### src/rtl/traffic_intersection_ctrl.sv
// Two-road (NS/EW) intersection controller.
// Timed green/yellow/all-red phases advanced by an external tick strobe, with a
// latched pedestrian request that can shorten green and insert a walk phase,
// plus a flashing maintenance mode entered from an all-red clearance.
// Light encoding: RED=00, YELLOW=01, GREEN=10, OFF=11.
module traffic_intersection_ctrl #(
    parameter int CNT_W       = 8,
    parameter int T_GREEN     = 20,
    parameter int T_MIN_GREEN = 6,
    parameter int T_YELLOW    = 4,
    parameter int T_ALLRED    = 2,
    parameter int T_WALK      = 10
) (
    input  logic       clk,
    input  logic       reset,
    input  logic       tick,
    input  logic       ped_req,
    input  logic       flash_en,
    output logic [1:0] ns_light,
    output logic [1:0] ew_light,
    output logic       walk,
    output logic       ped_pend,
    output logic [2:0] phase
);

    typedef enum logic [2:0] {
        NS_G  = 3'd0,
        NS_Y  = 3'd1,
        AR_A  = 3'd2,
        EW_G  = 3'd3,
        EW_Y  = 3'd4,
        AR_B  = 3'd5,
        WALK  = 3'd6,
        FLASH = 3'd7
    } state_t;

    localparam logic [1:0] RED    = 2'b00;
    localparam logic [1:0] YELLOW = 2'b01;
    localparam logic [1:0] GREEN  = 2'b10;
    localparam logic [1:0] OFF    = 2'b11;

    // Last timer value of each phase: a phase of T ticks exits when timer == T-1.
    localparam logic [CNT_W-1:0] GREEN_LAST  = CNT_W'(T_GREEN - 1);
    localparam logic [CNT_W-1:0] MIN_LAST    = CNT_W'(T_MIN_GREEN - 1);
    localparam logic [CNT_W-1:0] YELLOW_LAST = CNT_W'(T_YELLOW - 1);
    localparam logic [CNT_W-1:0] ALLRED_LAST = CNT_W'(T_ALLRED - 1);
    localparam logic [CNT_W-1:0] WALK_LAST   = CNT_W'(T_WALK - 1);

    state_t             state_reg, state_next;
    logic [CNT_W-1:0]   timer_reg, timer_next;
    logic               next_dir_reg, next_dir_next;   // 0: NS green follows, 1: EW green follows
    logic               ped_pend_reg, ped_pend_next;
    logic               blink_reg, blink_next;
    logic [1:0]         ns_light_reg, ew_light_reg;
    logic               walk_reg;
    logic               done;
    logic               ped_any;
    logic [4:0]         lamps_next;

    // Signal-head decode for a given state; {ns, ew, walk}.
    function automatic logic [4:0] decode(input state_t s, input logic b);
        logic [1:0] ns;
        logic [1:0] ew;
        logic       wk;
        ns = RED;
        ew = RED;
        wk = 1'b0;
        case (s)
            NS_G:    ns = GREEN;
            NS_Y:    ns = YELLOW;
            EW_G:    ew = GREEN;
            EW_Y:    ew = YELLOW;
            WALK:    wk = 1'b1;
            FLASH: begin
                ns = b ? YELLOW : OFF;
                ew = b ? RED : OFF;
            end
            default: ;
        endcase
        return {ns, ew, wk};
    endfunction

    // Next-state, timer, direction memory, pedestrian latch and blink logic.
    always_comb begin
        state_next    = state_reg;
        timer_next    = timer_reg;
        next_dir_next = next_dir_reg;
        ped_pend_next = ped_pend_reg;
        blink_next    = blink_reg;
        done          = 1'b0;
        // A request arriving on the all-red exit tick still diverts into WALK.
        ped_any       = ped_pend_reg | ped_req;

        case (state_reg)
            NS_G, EW_G: done = (timer_reg == GREEN_LAST) ||
                               (ped_pend_reg && (timer_reg >= MIN_LAST));
            NS_Y, EW_Y: done = (timer_reg == YELLOW_LAST);
            AR_A, AR_B: done = (timer_reg == ALLRED_LAST);
            WALK:       done = (timer_reg == WALK_LAST);
            FLASH:      done = !flash_en;
            default:    done = 1'b0;
        endcase

        if (tick) begin
            if (done) begin
                timer_next = '0;
                case (state_reg)
                    NS_G: state_next = NS_Y;
                    NS_Y: state_next = AR_A;
                    EW_G: state_next = EW_Y;
                    EW_Y: state_next = AR_B;
                    AR_A, AR_B: begin
                        next_dir_next = (state_reg == AR_A);
                        if (flash_en)
                            state_next = FLASH;
                        else if (ped_any)
                            state_next = WALK;
                        else
                            state_next = (state_reg == AR_A) ? EW_G : NS_G;
                    end
                    WALK:  state_next = next_dir_reg ? EW_G : NS_G;
                    FLASH: begin
                        state_next    = AR_B;
                        next_dir_next = 1'b0;
                    end
                    default: state_next = AR_B;
                endcase
            end else if (state_reg != FLASH) begin
                timer_next = timer_reg + CNT_W'(1);
            end
            if (state_reg == FLASH)
                blink_next = ~blink_reg;
        end

        if ((state_next == FLASH) && (state_reg != FLASH))
            blink_next = 1'b0;

        // Requests are dropped while walking and on the clk that enters WALK.
        if ((state_next == WALK) && (state_reg != WALK))
            ped_pend_next = 1'b0;
        else if ((state_reg != WALK) && ped_req)
            ped_pend_next = 1'b1;
    end

    assign lamps_next = decode(state_next, blink_next);

    // State and output registers; reset forces the all-red clearance at once.
    always_ff @(posedge clk or posedge reset) begin
        if (reset) begin
            state_reg    <= AR_B;
            timer_reg    <= '0;
            next_dir_reg <= 1'b0;
            ped_pend_reg <= 1'b0;
            blink_reg    <= 1'b0;
            ns_light_reg <= RED;
            ew_light_reg <= RED;
            walk_reg     <= 1'b0;
        end else begin
            state_reg    <= state_next;
            timer_reg    <= timer_next;
            next_dir_reg <= next_dir_next;
            ped_pend_reg <= ped_pend_next;
            blink_reg    <= blink_next;
            ns_light_reg <= lamps_next[4:3];
            ew_light_reg <= lamps_next[2:1];
            walk_reg     <= lamps_next[0];
        end
    end

    assign ns_light = ns_light_reg;
    assign ew_light = ew_light_reg;
    assign walk     = walk_reg;
    assign ped_pend = ped_pend_reg;
    assign phase    = state_reg;

endmodule
### config.mk
export PLATFORM = sky130hd
export DESIGN_NAME = traffic_intersection_ctrl
export DESIGN_NICKNAME = d
export VERILOG_FILES = /design/src/rtl/traffic_intersection_ctrl.sv
export SDC_FILE = /design/constraint.sdc
export NUM_CORES = 1
export LEC_CHECK = 0
export CORE_UTILIZATION = 35
export DETAILED_ROUTE_END_ITERATION = 10
export PLACE_DENSITY = 0.54
export SYNTH_ARGS = -nofsm -noshare
export SYNTH_HDL_FRONTEND = slang
export SYNTH_SLANG_ARGS = --single-unit
### constraint.sdc
create_clock -name clk -period 4.3 [get_ports clk]
set_clock_uncertainty 0.1 [all_clocks]
set_input_delay 0.645 -clock clk [delete_from_list [all_inputs] [get_ports clk]]
set_output_delay 0.645 -clock clk [all_outputs]
set_load 0.02 [all_outputs]
### After elaboration in Yosys (flattened, before gate mapping)

Index checks and enable logic that the tools add are counted.

* register bits after elaboration: 19
* input port bits: 5

* $add $sub $neg: 1
* magnitude comparators: 1
* equality and inequality tests: 18
* mux-type cells: 21
* bitwise operators: 2
* reductions and logical operators: 17

Operator list (number)
* $eq 3x3->1 const B: 7
* $pmux 3 s6: 1
* $mux 8: 2
* $mux 3: 4
* $pmux 2 s3: 2
* $eq 3x2->1 const B: 3
* $add 8x1->8 const B: 1
* $eq 8x1->1 const B: 1
* $eq 8x2->1 const B: 1
* $eq 8x4->1 const B: 1
* $eq 8x5->1 const B: 1
* $ge 8x3->1 const B: 1
* $mux 2: 4
* $reduce_or 2->1: 4
* $eq 3x1->1 const B: 2
* $logic_not 3->1: 2
* $mux 1: 6
* $ne 3x3->1 const B: 2
* $reduce_bool 2->1: 3
* $pmux 1 s5: 1
* $logic_and 1x1->1: 4
* $reduce_and 3->1: 1
* $pmux 1 s2: 1
* $reduce_and 2->1: 1
* other kinds (4): 4

### Logic depth before layout (Yosys ltp)

* depth after elaboration: 12
* gate-level depth with buffers: 10
* mapped depth without buffers: 8

### Least setup slack after synthesis

Ideal clock, no wire load.

* kind: register to register
* start: register state_reg[0], in the netlist phase[0]
* end: register timer_reg[3]
* data arrival time: 2.539 ns
* setup slack: 1.594 ns
* cell stages (with the launch flop): 10
* buffers on the path: 1
* cell sequence: dfstp_2 -> inv_1 -> ha_1 -> nor3b_2 -> nor3_1 -> o2111a_1 -> o31a_1 -> buf_6 -> or4_1 -> nand2_1

* cells in the longest elaborated chain, start to end: 5
* elaborated cells on any way between the ends: 16

RTL lines
* start, declared: RTL line 49 `state_t state_reg, state_next;`
* start signal, assigned: RTL line 159 `state_reg <= state_next;`
* $eq 3x2->1, or another cell as far along: RTL line 94 `case (state_reg)`
* $reduce_or 2->1: RTL line 94
* $pmux 1 s5: RTL line 94
* $reduce_bool 2->1 (no line)
* $reduce_and 2->1 (no line)
* end signal, assigned: RTL line 160 `timer_reg <= timer_next;`
* end, declared: RTL line 50 `logic [CNT_W-1:0] timer_reg, timer_next;`

Parallel ways exist; a longest one is shown, timed or not.
A chain may end at the register's enable or synchronous reset.

### Worst setup path in the final report

Ends and elaborated chain as after synthesis.

==> impl_metrics.py <==
metrics = {
    "timing": {
        "finalHoldWorstSlack_ns": 0.491,
        "rsz0062_at_grt": "false",
        "hold_violations": 0,
        "fmax_mhz": 334,
        "slew_headroom_pct": 48.3,
        "period_minus_slack_ns": 3.00,
        "finalSetupViolCount": 0,
        "setup-tns-final_ns": 0,
        "slew_violations": 0,
        "finalWorstSetupSlack_ns": 1.30,
        "period_share_pct": 69.7,
        "tightest_slew_ns": 0.769,
    },
    "critical_path": {
        "r2r_cells": 8,
        "critPathCaptureType": "flop",
        "max_stage_delay_ns": 0.62,
        "cp_max_fo": 19,
        "crit_type": "flop to flop",
        "slowest_stage": "dfstp_2",
        "required_ns": 4.40,
        "r2r_slack_ns": 1.30,
        "worstSetupStartpointType": "flop",
        "worstPathArrival_ns": 3.10,
        "cp-startpoint": "phase[0]$_DFF_PP1_",
        "crit-reg2reg-launch": "phase[0]$_DFF_PP1_",
        "rr_endpoint": "timer_reg[3]$_DFFE_PP0P_",
        "cp_cell_sequence": "inv_1 -> ha_1 -> nor3b_2 -> nor3_1 -> o2111a_1 -> o31a_1 -> or4_1 -> nand2_1",
    },
    "placed_design": {
        "pre_cts_ws_ns": 1.37,
        "dp.final_hpwl_um": 2500,
        "place_congestion": 0.849,
        "portBuffers": 13,
    },
    "global_route": {
        "grt_util_all_layers_pct": 18.3,
        "grt_pass1_vias": 1205,
        "grt_overflow": 0,
        "grt_max_degree": 25,
        "antenna_found_initial": 0,
        "grt_pass1_wl_um": 5830,
    },
    "cells_and_area": {
        "n_antenna_cell": 0,
        "largest_register_ffs": 8,
        "drive_above_1_share_pct": 5.71,
        "syn2layout_area_growth_pct": 14.6,
        "nets": 189,
    },
    "synthesis": {
        "yosysUniqueCellTypes": 42,
        "synth_edf_count": 0,
        "synth_nets": 178,
        "synth_ff_type": "dfrtp_1",
        "async_reset_ff_share_pct": 100,
        "synthTopCellsByArea": "dfrtp_1 31%, ha_1 7.3%, o21ai_0 6.6%",
        "syn-cell-area_um2": 1360,
        "syn_inst": 165,
        "avgSynthCellArea_um2": 8.27,
        "synth_top_area_share_pct": 31.2,
        "yosys.area.top_type": "dfrtp_1",
        "yosys_warnings": 0,
        "ys_seq_area_share_pct": 35.0,
        "ys_ff_latch": 19,
    },
    "flow_run": {
        "max-cap-violations": 0,
    },
    "routing": {
        "antenna_left": 0,
        "drcViolationCount": 0,
        "wl_per_cell_um": 15.6,
        "via_count": 1284,
        "avgViaCountPerCell": 5.76,
        "drt-initial-drc-count": 89,
        "drt_first_pass_iters": 5,
        "wirelength_um": 3470,
    },
    "clock_tree": {
        "hold_buffers": 0,
        "clk_pin_slew_ns": 0.07,
        "tritoncts": "built",
        "cts.sinks": 19,
        "clockRootBuffer": "clkbuf_8",
        "htree_levels": 1,
        "cts_buffers": 3,
        "cts.repair.resized": 0,
        "clock_latency_ns": 0.26,
        "cts_setup_buffers": 0,
        "ctsLongestPathBuffers": 2,
    },
    "floorplan": {
        "start_util_pct": 37.0,
        "die_area_um2": 4150,
        "core_area_um2": 3690,
        "fp.dieW_um": 64.4,
        "num_io_pins": 14,
        "die_h_um": 64.4,
        "rows": 22,
    },
    "power": {
        "p_per_area_nw_per_um2": 783,
        "total_power_mw": 1.22,
        "vdd_drop_max_mv": 0.212,
        "p_leak_nw": 0.639,
    },
    "hold_path": {
        "hp-class": "flop to flop",
        "hold_depth": 2,
        "holdCritStartpoint": "timer_reg[0]$_DFFE_PP0P_",
        "whs_endpoint": "timer_reg[0]$_DFFE_PP0P_",
    },
    "outcome": {
        "status": "completed",
    },
}
-- layout by cell type (no fill, tap or decap), types with 3 or more instances in the layout --
cell type / n
ha_1: 8
nand3_1: 9
o21ai_0: 18
clkdlybuf4s50_1: 13
a21oi_1: 10
or4_1: 3
xor2_1: 5
dfrtp_1: 17
clkbuf_8: 3
o211ai_1: 3
inv_1: 7
o21a_1: 4
and2_1: 3
nor3_1: 6
nor2_1: 14
nand2_1: 19
-- synth_stat cells, types with 2 or more instances --
cell type and number:
o31a_1 2, dfstp_2 2, buf_2 2, ha_1 8, o211ai_1 3, o21ai_0 18, nand3_1 9, a31oi_1 2
clkbuf_1 4, o21a_1 4, or3_1 2, nand2_1 19, inv_1 7, nor2_1 14, xor2_1 5, or4_1 3
o31ai_1 2, dfrtp_1 17, a21oi_1 10, nand2b_1 2, and3_1 2, nor3_1 6, and2_1 3
-- how the worst max path moves through the flow --
stage                          endpoint  cells past startpoint
2_1_floorplan  timer_reg[3]$_DFFE_PP0P_                      9
3_3_place_gp   timer_reg[3]$_DFFE_PP0P_                      8
3_5_place_dp   timer_reg[3]$_DFFE_PP0P_                      8
4_1_cts        timer_reg[3]$_DFFE_PP0P_                      8
5_1_grt            ped_pend$_DFFE_PP0P_                      8
6_report       timer_reg[3]$_DFFE_PP0P_                      8
-- final cells by class --
class	count	area [um^2]
Sequential cell	19	478
Timing Repair Buffer	13	130
Tap cell	48	60.1
Clock buffer	4	45.0
Inverter	7	26.3
Multi-Input combinational cell	132	823
Fill cell	385	2130
-- kinds of logic after synthesis --
group,count (synthesis),synth area share (%)
and+or+nand+nor,65,23.2
AOI/OAI and AO/OA,51,24.4
DFF,19,35.0
buffers and inverters,14,4.59
adders and majority gates,8,7.34
xor gates and xnor gates,6,3.85
muxes,2,1.56
-- report_power, final --
group          switching [mW]  leakage [nW]  internal [mW]
clock                  0.0618        0.0228         0.0660
combinational           0.448         0.378          0.299
sequential              0.102         0.238          0.247
total                   0.612         0.639          0.612
-- critical path: cells and delay by family (launching register included) --
family	cells	cell delay, ns
AO/OA/AOI/OAI	2	0.82
adder cells (fa/ha/maj)	1	0.29
buffers and inverters	1	0.14
flip-flops	1	0.62
AND/OR/NAND/NOR	4	0.95
-- routing by layer --
layer | part of all wire, % | up-vias | track usage (%)
li1 | - | 617 | -
met2 | 45 | 51 | 26.4
met5 | 0 | - | 0
met1 | 48 | 609 | 27.1
met3 | 6.1 | 7 | 2.82
met4 | 1.6 | 0 | 6.94
-- per-stage QoR --
stage                     cell area, um^2  util [%]  std cells
after detailed placement             1520      41.1        219
after floorplan                      1360         -        165
after CTS                            1560      42.4        223
final                                1560      42.4        223
after global placement               1520      41.1        219
after global routing                 1560      42.4        223
Power figures use the tool's default switching activity.
